[config.mk]
export PLATFORM = sky130hd
export DESIGN_NAME = servo_sequencer
export DESIGN_NICKNAME = d
export VERILOG_FILES = /design/src/rtl/servo_sequencer.sv
export SDC_FILE = /design/constraint.sdc
export NUM_CORES = 1
export LEC_CHECK = 0
export ABC_AREA = 1
export CORE_ASPECT_RATIO = 0.5
export CORE_MARGIN = 2
export CORE_UTILIZATION = 45
export DETAILED_ROUTE_END_ITERATION = 8
export HOLD_SLACK_MARGIN = 0.1
export PLACE_DENSITY = 0.7
export SETUP_SLACK_MARGIN = 0.3
export SYNTH_ARGS = -nofsm -noshare
export SYNTH_HDL_FRONTEND = slang
export SYNTH_SLANG_ARGS = --single-unit
[constraint.sdc]
create_clock -name mclk -period 2.3 [get_ports mclk]
set_clock_uncertainty 0.05 [all_clocks]
set_input_delay 0.23 -clock mclk [delete_from_list [all_inputs] [get_ports mclk]]
set_output_delay 0.23 -clock mclk [all_outputs]
set_load 0.01 [all_outputs]
[src/rtl/servo_sequencer.sv]
// servo_sequencer: start/stop command stage ahead of the servo PWM generator.
// Runs SETTLE, then CYCLES open/close cycles with ms-granular dwell, and
// drives the PWM angle select (control_input) and enable (main_program).
// Optional start-button debounce filter: define SERVO_SEQ_DEBOUNCE_EN.
module servo_sequencer #(
  parameter int MS_DIV      = 50000,
  parameter int SETTLE_MS   = 100,
  parameter int OPEN_MS     = 1000,
  parameter int CLOSE_MS    = 1000,
  parameter int CYCLES      = 3,
  parameter int DEBOUNCE_MS = 20
) (
  input  logic       mclk,
  input  logic       reset,
  input  logic       start_btn,
  input  logic       stop,
  output logic       control_input,
  output logic       main_program,
  output logic       busy,
  output logic       done,
  output logic [7:0] cycle_cnt
);

  localparam int PW   = (MS_DIV > 1) ? $clog2(MS_DIV) : 1;
  localparam int DMX0 = (SETTLE_MS > OPEN_MS) ? SETTLE_MS : OPEN_MS;
  localparam int DMAX = (DMX0 > CLOSE_MS) ? DMX0 : CLOSE_MS;
  localparam int DW   = (DMAX > 1) ? $clog2(DMAX) : 1;

  typedef enum logic [1:0] {S_IDLE, S_SETTLE, S_OPEN, S_CLOSE} state_t;

  state_t          state, state_n;
  logic            sync1, sync2, edge_src, edge_d, start_pulse;
  logic [PW-1:0]   presc;
  logic [DW-1:0]   dwell;
  logic            tick, dwell_last, expire, fin, fin_q, last_cycle;
  logic [7:0]      cnt_inc;

  // Two-flop synchronizer for the button plus edge-detect history
  always_ff @(posedge mclk or negedge reset) begin
    if (!reset) begin
      sync1  <= 1'b0;
      sync2  <= 1'b0;
      edge_d <= 1'b0;
    end else begin
      sync1  <= start_btn;
      sync2  <= sync1;
      edge_d <= edge_src;
    end
  end

`ifdef SERVO_SEQ_DEBOUNCE_EN
  localparam int DBW = (DEBOUNCE_MS > 1) ? $clog2(DEBOUNCE_MS) : 1;
  logic [PW-1:0]  db_presc;
  logic [DBW-1:0] db_cnt;
  logic           db_out, db_tick;

  assign db_tick  = (db_presc == PW'(MS_DIV - 1));
  assign edge_src = db_out;

  // Filter follows sync2 only after it has disagreed for DEBOUNCE_MS whole ticks
  always_ff @(posedge mclk or negedge reset) begin
    if (!reset) begin
      db_presc <= '0;
      db_cnt   <= '0;
      db_out   <= 1'b0;
    end else begin
      db_presc <= db_tick ? '0 : db_presc + PW'(1);
      if (sync2 == db_out) begin
        db_cnt <= '0;
      end else if (db_tick) begin
        if (db_cnt == DBW'(DEBOUNCE_MS - 1)) begin
          db_out <= sync2;
          db_cnt <= '0;
        end else begin
          db_cnt <= db_cnt + DBW'(1);
        end
      end
    end
  end
`else
  logic unused_debounce;
  assign unused_debounce = (DEBOUNCE_MS != 0);
  assign edge_src        = sync2;
`endif

  assign start_pulse = edge_src & ~edge_d;
  assign tick        = (presc == PW'(MS_DIV - 1));
  assign expire      = tick & dwell_last;
  assign cnt_inc     = (cycle_cnt == 8'hFF) ? cycle_cnt : cycle_cnt + 8'd1;
  assign last_cycle  = (CYCLES != 0) && (cnt_inc == 8'(CYCLES));

  // Pick the dwell length of the current state
  always_comb begin
    dwell_last = 1'b0;
    case (state)
      S_SETTLE: dwell_last = (dwell == DW'(SETTLE_MS - 1));
      S_OPEN:   dwell_last = (dwell == DW'(OPEN_MS - 1));
      S_CLOSE:  dwell_last = (dwell == DW'(CLOSE_MS - 1));
      default:  dwell_last = 1'b0;
    endcase
  end

  // Next state; stop beats both start and dwell expiry
  always_comb begin
    state_n = state;
    fin     = 1'b0;
    case (state)
      S_IDLE:   if (start_pulse && !stop) state_n = S_SETTLE;
      S_SETTLE: if (stop) state_n = S_IDLE; else if (expire) state_n = S_OPEN;
      S_OPEN:   if (stop) state_n = S_IDLE; else if (expire) state_n = S_CLOSE;
      S_CLOSE: begin
        if (stop) begin
          state_n = S_IDLE;
        end else if (expire) begin
          if (last_cycle) begin
            state_n = S_IDLE;
            fin     = 1'b1;
          end else begin
            state_n = S_OPEN;
          end
        end
      end
      default:  state_n = S_IDLE;
    endcase
  end

  // State register
  always_ff @(posedge mclk or negedge reset) begin
    if (!reset) state <= S_IDLE;
    else        state <= state_n;
  end

  // ms prescaler and dwell counter restart on every state entry
  always_ff @(posedge mclk or negedge reset) begin
    if (!reset) begin
      presc <= '0;
      dwell <= '0;
    end else if (state_n != state || state == S_IDLE) begin
      presc <= '0;
      dwell <= '0;
    end else begin
      presc <= tick ? '0 : presc + PW'(1);
      if (tick) dwell <= dwell + DW'(1);
    end
  end

  // Completed-cycle counter: cleared on accepted start, bumped at CLOSE end
  always_ff @(posedge mclk or negedge reset) begin
    if (!reset)                                      cycle_cnt <= 8'd0;
    else if (state == S_IDLE && state_n == S_SETTLE) cycle_cnt <= 8'd0;
    else if (state == S_CLOSE && expire && !stop)    cycle_cnt <= cnt_inc;
  end

  // Registered Moore outputs; done lands on the cycle busy drops
  always_ff @(posedge mclk or negedge reset) begin
    if (!reset) begin
      main_program  <= 1'b0;
      control_input <= 1'b0;
      busy          <= 1'b0;
      fin_q         <= 1'b0;
      done          <= 1'b0;
    end else begin
      main_program  <= (state != S_IDLE);
      control_input <= (state == S_OPEN);
      busy          <= (state != S_IDLE);
      fin_q         <= fin;
      done          <= fin_q;
    end
  end

endmodule

==> impl_results.md, run 1 <==
- Cell count after synthesis: 310
- Max stage delay cell, worst path: dfrtp_1
- Grt met3 use: 3.20%
- Fmax: 497 MHz
- Worst min path class: reg -> reg
- Worst-path cell chain: ha_2 > nand2_4 > nor2_4 > nand2_2 > xor2_1 > nand3_2 > nor2_2 > nand2_1 > nand2_2 > nand2_8 > nand2_8 > nor3_4
- Yosys reg bits: 43
- Clk sinks: 43
- Cells on worst reg2reg path: 12
- Layout cell share with drive strength beyond 1: 28.8%
- Die Y: 57.0 um
- Family with the most delay on the worst path: simple AND/OR/NAND/NOR gates
- Flop pwr share: 56.4%
- Initial Util: between 40 and 50%
- CTS clock-pin slew for the worst setup and hold paths: approximately 0.08 ns
- Maximum clock insertion buffer count: 2
- Leading area contributor after synthesis: dfrtp_1
- Final setup violation count: 0
- Max IR drop VDD: 0.264 mV
- P_sw: 0.328 mW
- Max cap viols: 0
- Tightest Pin Transition: 0.551 ns
- Gpl congestion: 0.841
- DRC Markers: 0
- Starting DRT DRC Count: 190
- Cell area power density: 434 mW/mm^2
- Clock network fraction of total power: 37.5%
- Avg WL per Cell: ~13 um
- Asr flop ratio synth: 100%
- Cells on Worst Hold Path: 0
- Core Util, Final: 57.6%
- Htree depth: 2
- Met1 usage: 22.9%
- Post-DP HPWL: 3430 um
- Pint: between 1 and 1.5 mW
- Syn Nets: 317
- First-pass GRT wire length: ~8900 um
- Crit path DAT: ~2.2 ns
- Post-route ant nets: 0
- Core area: 0.00544 mm^2
- Hold Slack: ~0.3 ns
- Crit path depth: 12
- Sequential-to-total area share from yosys stat: 42.6%
- Top-count cell post-synth: nand2_1
- Main synth FF type: dfrtp_1
- Filler cell count: between 400 and 500
- DR vias: slightly above 2000
- RSZ-0062 raised after global routing: yes
- Type of origin of the critical path: flop
- Top cells by instance count after synthesis: nand2_1, dfrtp_1, inv_1
- Layout area overhead: 24.1%
- Antenna Cells: 0
- Syn Area/Cell: between 8 and 9 um^2
- Pleak: 1.35 nW
- Top cell type's share of synthesized area: 42.6%
- CTS tree: done
- Gr busiest metal: met2
- # port buffers: 15
- Final period util: 87.4%
- Die width: 110 um
- Gate power share: 6.0%
- CP max stage delay: approximately 0.37 ns
- Die ar.: 0.00626 mm^2
- Largest net degree at the start of global routing: 44
- Drt pass-1 iters: 5
- Rows: 19
- Status: finished, final reports clean
- Largest cells by area after synthesis: dfrtp_1, nand2_1, inv_1
- Vias in the first global route: 1977
- Setup Total Neg Slack: 0 ns
- Num CTS Buffers: 5
- Final hold viol count: 0
- Multi-input gate area: 0.00146 mm^2
- # IOs: 16
- Crit path buffers/inverters: 0
- Met2 usage: 32.3%
- CP Capture Type: flop
- Critical path class: reg -> reg
- Worst Path Required: 2.44 ns
- Antenna violations before repair: 0
- Root Buffer: clkbuf_8
- Net count, final: 350
- Total GRT Usage: 18.4%
- Number of vias per cell: approximately 5
- Total area of sequential cells: 0.00108 mm^2
- Clk_lat worst skew: about 0.3 ns
- Sw frac: 24.1%
- Max Slew Vio Count: 0
- Post-synth EDFFs: 0
- Syn. warnings: 0
- Slew headroom: approximately 63%
- Remaining Overflow, GRT: 0
- Post-synth cell types: 35
- Cell Area, Synth: 0.00252 mm^2
- Final Critical Period: 2.01 ns
- Crit Path Max Fanout: 8
- Final wirelength: around 5300 um
[cells in the final DEF, fill, tap and decap left out, types with 12 or more instances in the layout]
cell	n
inv_1	36
clkdlybuf4s50_1	14
nand2_1	63
xor2_1	12
nor2_1	22
dfrtp_1	39
nor2_2	17
nand3_1	15
[logic make-up after synthesis]
group                      share of synthesized area [%]
AOI/OAI and AO/OA                                   5.10
adders and majority gates                           1.49
buffers and inverters                               8.42
xor gates and xnor gates                            4.86
DFF                                                 42.6
and+or+nand+nor                                     37.5
[registers in the layout, summed over array words and instances (netlist names)]
register and count:
state 2, presc 16, sync1 1, control_input 1, busy 1, fin_q 1, done 1, dwell 10
cycle_cnt 8, edge_d 1, edge_src 1
[timing repair]
item	CTS	global route
endpoints found under the setup margin	31	34
hold buffers	1	0
endpoints found under the hold margin	43	0
gates cloned	4	0
buffers inserted	4	2
resized for setup	19	28
pin swaps	5	16
[power by group through the flow]
stage	clock network, mW	registers [mW]	logic [mW]
after floorplan	0	0.781	0.0395
after global placement	0	0.781	0.0610
after detailed placement	0	0.781	0.0625
after CTS	0.526	0.766	0.0785
after global routing	0.557	0.768	0.0906
final	0.510	0.767	0.0819
[layer usage]
metal  wire (um)  part of all wire (%)  vias up
met5           0                     0        -
met4          78                   1.5        0
met3         126                   2.4        7
met2        2660                    50       28
met1        2400                    46      975
li1            -                     -     1061
[per-stage QoR]
stage          setup WS, ns  power, mW  area [um^2]  std cells
2_1_floorplan         0.315      0.821         2530        310
3_3_place_gp          0.168      0.842         2750        398
3_5_place_dp         0.0975      0.844         2750        398
4_1_cts               0.315       1.37         3020        415
5_1_grt               0.154       1.41         3130        417
6_report              0.289       1.36         3130        417
[final timing paths]
kind / start / to / slack (ns)
hold / removal: sync1 / edge_src / 0.31
max in group asynchronous: reset / state[1] / 1.31
min in group asynchronous: reset / dwell[2] / 0.48
hold reg to reg: sync1 / edge_src / 0.31
setup / recovery: cycle_cnt[1] / presc[5] / 0.29
setup reg to reg: cycle_cnt[1] / presc[5] / 0.29
[final cells by class]
| type | count | area share, % |
|---|---|---|
| timing repair buffer | 26 | 7.35 |
| multi-input combinational | 223 | 46.6 |
| clock inverter | 2 | 0.519 |
| sequential | 43 | 34.5 |
| inverter | 44 | 5.43 |
| tap | 73 | 2.92 |
| clock buffer | 6 | 2.64 |
[worst register-to-register path, delay by kind of cell, from the launching register on]
family | cells | cell delay [ns]
AND/OR/NAND/NOR | 10 | 1.03
flip-flops | 1 | 0.37
adder cells (fa/ha/maj) | 1 | 0.22
XOR/XNOR | 1 | 0.22
Note: power is estimated with default switching activity, not from simulation.
==> run 2: changes to the inputs <==
--- a/config.mk
+++ b/config.mk
@@ -6,12 +6,14 @@
 export NUM_CORES = 1
 export LEC_CHECK = 0
 export ABC_AREA = 1
+export CAP_MARGIN = 20
 export CORE_ASPECT_RATIO = 0.5
 export CORE_MARGIN = 2
 export CORE_UTILIZATION = 45
+export CTS_BUF_LIST = sky130_fd_sc_hd__clkbuf_8
 export DETAILED_ROUTE_END_ITERATION = 8
 export HOLD_SLACK_MARGIN = 0.1
-export PLACE_DENSITY = 0.7
+export PLACE_DENSITY = 0.71
 export SETUP_SLACK_MARGIN = 0.3
 export SYNTH_ARGS = -nofsm -noshare
 export SYNTH_HDL_FRONTEND = slang
==> impl_results.md, run 2 (synthesis gave the netlist of run 1 again) <==
- Status: finished, final reports clean
- Critical R2R Capture: presc[4]
- Total GRT Usage: a little under a fifth
- DRC Markers: 0
- Gpl congestion: 0.858
- Critical path class: reg -> reg
- Cells on worst reg2reg path: 14
- Worst-path cell chain: ha_4 > nand2_4 > nor2_4 > nand2_4 > inv_2 > nand2_2 > nand2_2 > nand3_2 > nor2_1 > nand2_1 > nand2_2 > nand2_8 > nand2_8 > nor3_2
- Layout cell share with drive strength beyond 1: 32.0%
- Clk_lat worst skew: 0.30 ns
- Slew headroom: 58.5%
- Clk sinks: 43
- Maximum clock insertion buffer count: 2
- HP Start: start_btn
- Final Critical Period: between 1.5 and 2 ns
- Leading cell type in the layout, fill and taps excluded: nand2_1
- Max Slew Vio Count: 0
- Max stage delay cell, worst path: dfrtp_1
- Crit path DAT: about 2.1 ns
- Antenna violations before repair: 0
- Final instance area: 0.00325 mm^2
- Placed cell count: 399
- Number of vias per cell: 5.13
- Die width: 110 um
- CTS tree: done
- Commonest non-fill, non-tap cells in the layout: nand2_1, dfrtp_1, inv_1, nor2_1, buf_4
- Largest net degree at the start of global routing: 29
- Worst Path Required: ~2.4 ns
- Placed cell area: 0.00275 mm^2
- Setup Total Neg Slack: 0 ns
- Tightest Pin Transition: 0.623 ns
- Max FFs per register: 16
- Rows: 19
- Worst R2R Setup Slack: about 0.33 ns
- First-pass GRT wire length: 8790 um
- Crit Path Max Fanout: 8
- Hold path endpoint: sync1
- Htree depth: 2
- Post-route ant nets: 0
- Net count, final: 362
- Final period util: a little under nine tenths
- Initial Util: between 40% and 50%
- CP max stage delay: 0.41 ns
- Final hold viol count: 0
- Type of origin of the critical path: flop
- Layout Cells excl Fill: between 400 and 500
- Final wirelength: ~5600 um
- Avg WL per Cell: 13.1 um
- Num CTS Buffers: 5
- Antenna Cells: 0
- Post-DP HPWL: 3590 um
- Max IR drop VDD: ~0.24 mV
- Fmax: ~510 MHz
- DR vias: about 2200
- Die ar.: between 0.006 and 0.007 mm^2
- Starting DRT DRC Count: 147
- Die Y: 57.0 um
- Max cap viols: 0
- Drt pass-1 iters: 4
- Cell area power density: 405 mW/mm^2
- Worst r2r src: cycle_cnt[1]
- Most flop-heavy register: presc
- Vias in the first global route: 2009
- Final Total Pwr: between 1 and 1.5 mW
- # IOs: 16
- Final setup violation count: 0
- Cells on Worst Hold Path: 1
- Worst min path class: in -> reg
- Largest registers: presc x16, dwell x10, cycle_cnt x8
- Pleak: about 1.4 nW
- RSZ-0062 raised after global routing: yes
- Core area: 0.00544 mm^2
- CTS clock-pin slew for the worst setup and hold paths: 0.08 ns
- CP dominant cell by count: nand2_2
- Remaining Overflow, GRT: 0
- CP Capture Type: flop
- # port buffers: 15
- Layout area overhead: 28.7%
- Root Buffer: clkbuf_8
[run 2: worst max path at each step]
stage | from | endpoint | slack (ns) | depth (start not counted)
6_report | cycle_cnt[1] | presc[4] | 0.33 | 14
5_1_grt | presc[1] | presc[13] | 0.18 | 12
4_1_cts | cycle_cnt[0] | dwell[3] | 0.30 | 13
3_5_place_dp | cycle_cnt[0] | dwell[3] | 0.09 | 13
3_3_place_gp | cycle_cnt[0] | dwell[2] | 0.16 | 13
2_1_floorplan | cycle_cnt[0] | presc[14] | 0.31 | 14
[run 2: what timing repair did]
| item | CTS | global route |
|---|---|---|
| hold buffers | 1 | 0 |
| gates cloned | 4 | 0 |
| buffers inserted | 4 | 13 |
| endpoints found under the hold margin | 26 | 0 |
| resized for setup | 17 | 39 |
| pin swaps | 5 | 25 |
| setup endpoints to repair | 27 | 31 |
[run 2: layout make-up]
type | count | area [um^2]
fill | 464 | 2190
multi-input combinational | 223 | 1490
sequential | 43 | 1080
timing repair buffer | 38 | 328
inverter | 44 | 178
tap | 73 | 91.3
clock buffer | 5 | 68.8
clock inverter | 3 | 15.0
[run 2: where the power goes]
group / switching (mW) / internal, mW
Sequential: 0.00541 / 0.762
Combinational: 0.0584 / 0.0286
Clock: 0.254 / 0.208
[run 2: metrics by stage]
| step | setup WS (ns) | utilization [%] | hold WS, ns |
|---|---|---|---|
| after floorplan | 0.315 | - | -0.116 |
| after global placement | 0.161 | 50.6 | 0.231 |
| after detailed placement | 0.0894 | 50.6 | 0.234 |
| after CTS | 0.301 | 55.2 | 0.308 |
| after global routing | 0.177 | 59.7 | 0.306 |
| final | 0.329 | 59.7 | 0.306 |
[run 2: worst max-delay path: cells and delay by family, from the launching register on]
kind,cells,cell delay [ns]
buffers and inverters,1,0.07
flip-flops,1,0.41
AND/OR/NAND/NOR,12,1.13
adder cells (fa/ha/maj),1,0.18
[run 2: metal layers]
| metal | share of wire [%] | global-route usage [%] |
|---|---|---|
| met3 | 3.6 | 3.20 |
| met1 | 43 | 21.7 |
| met2 | 52 | 32.9 |
| met5 | 0 | 0 |
| met4 | 1.1 | 6.87 |
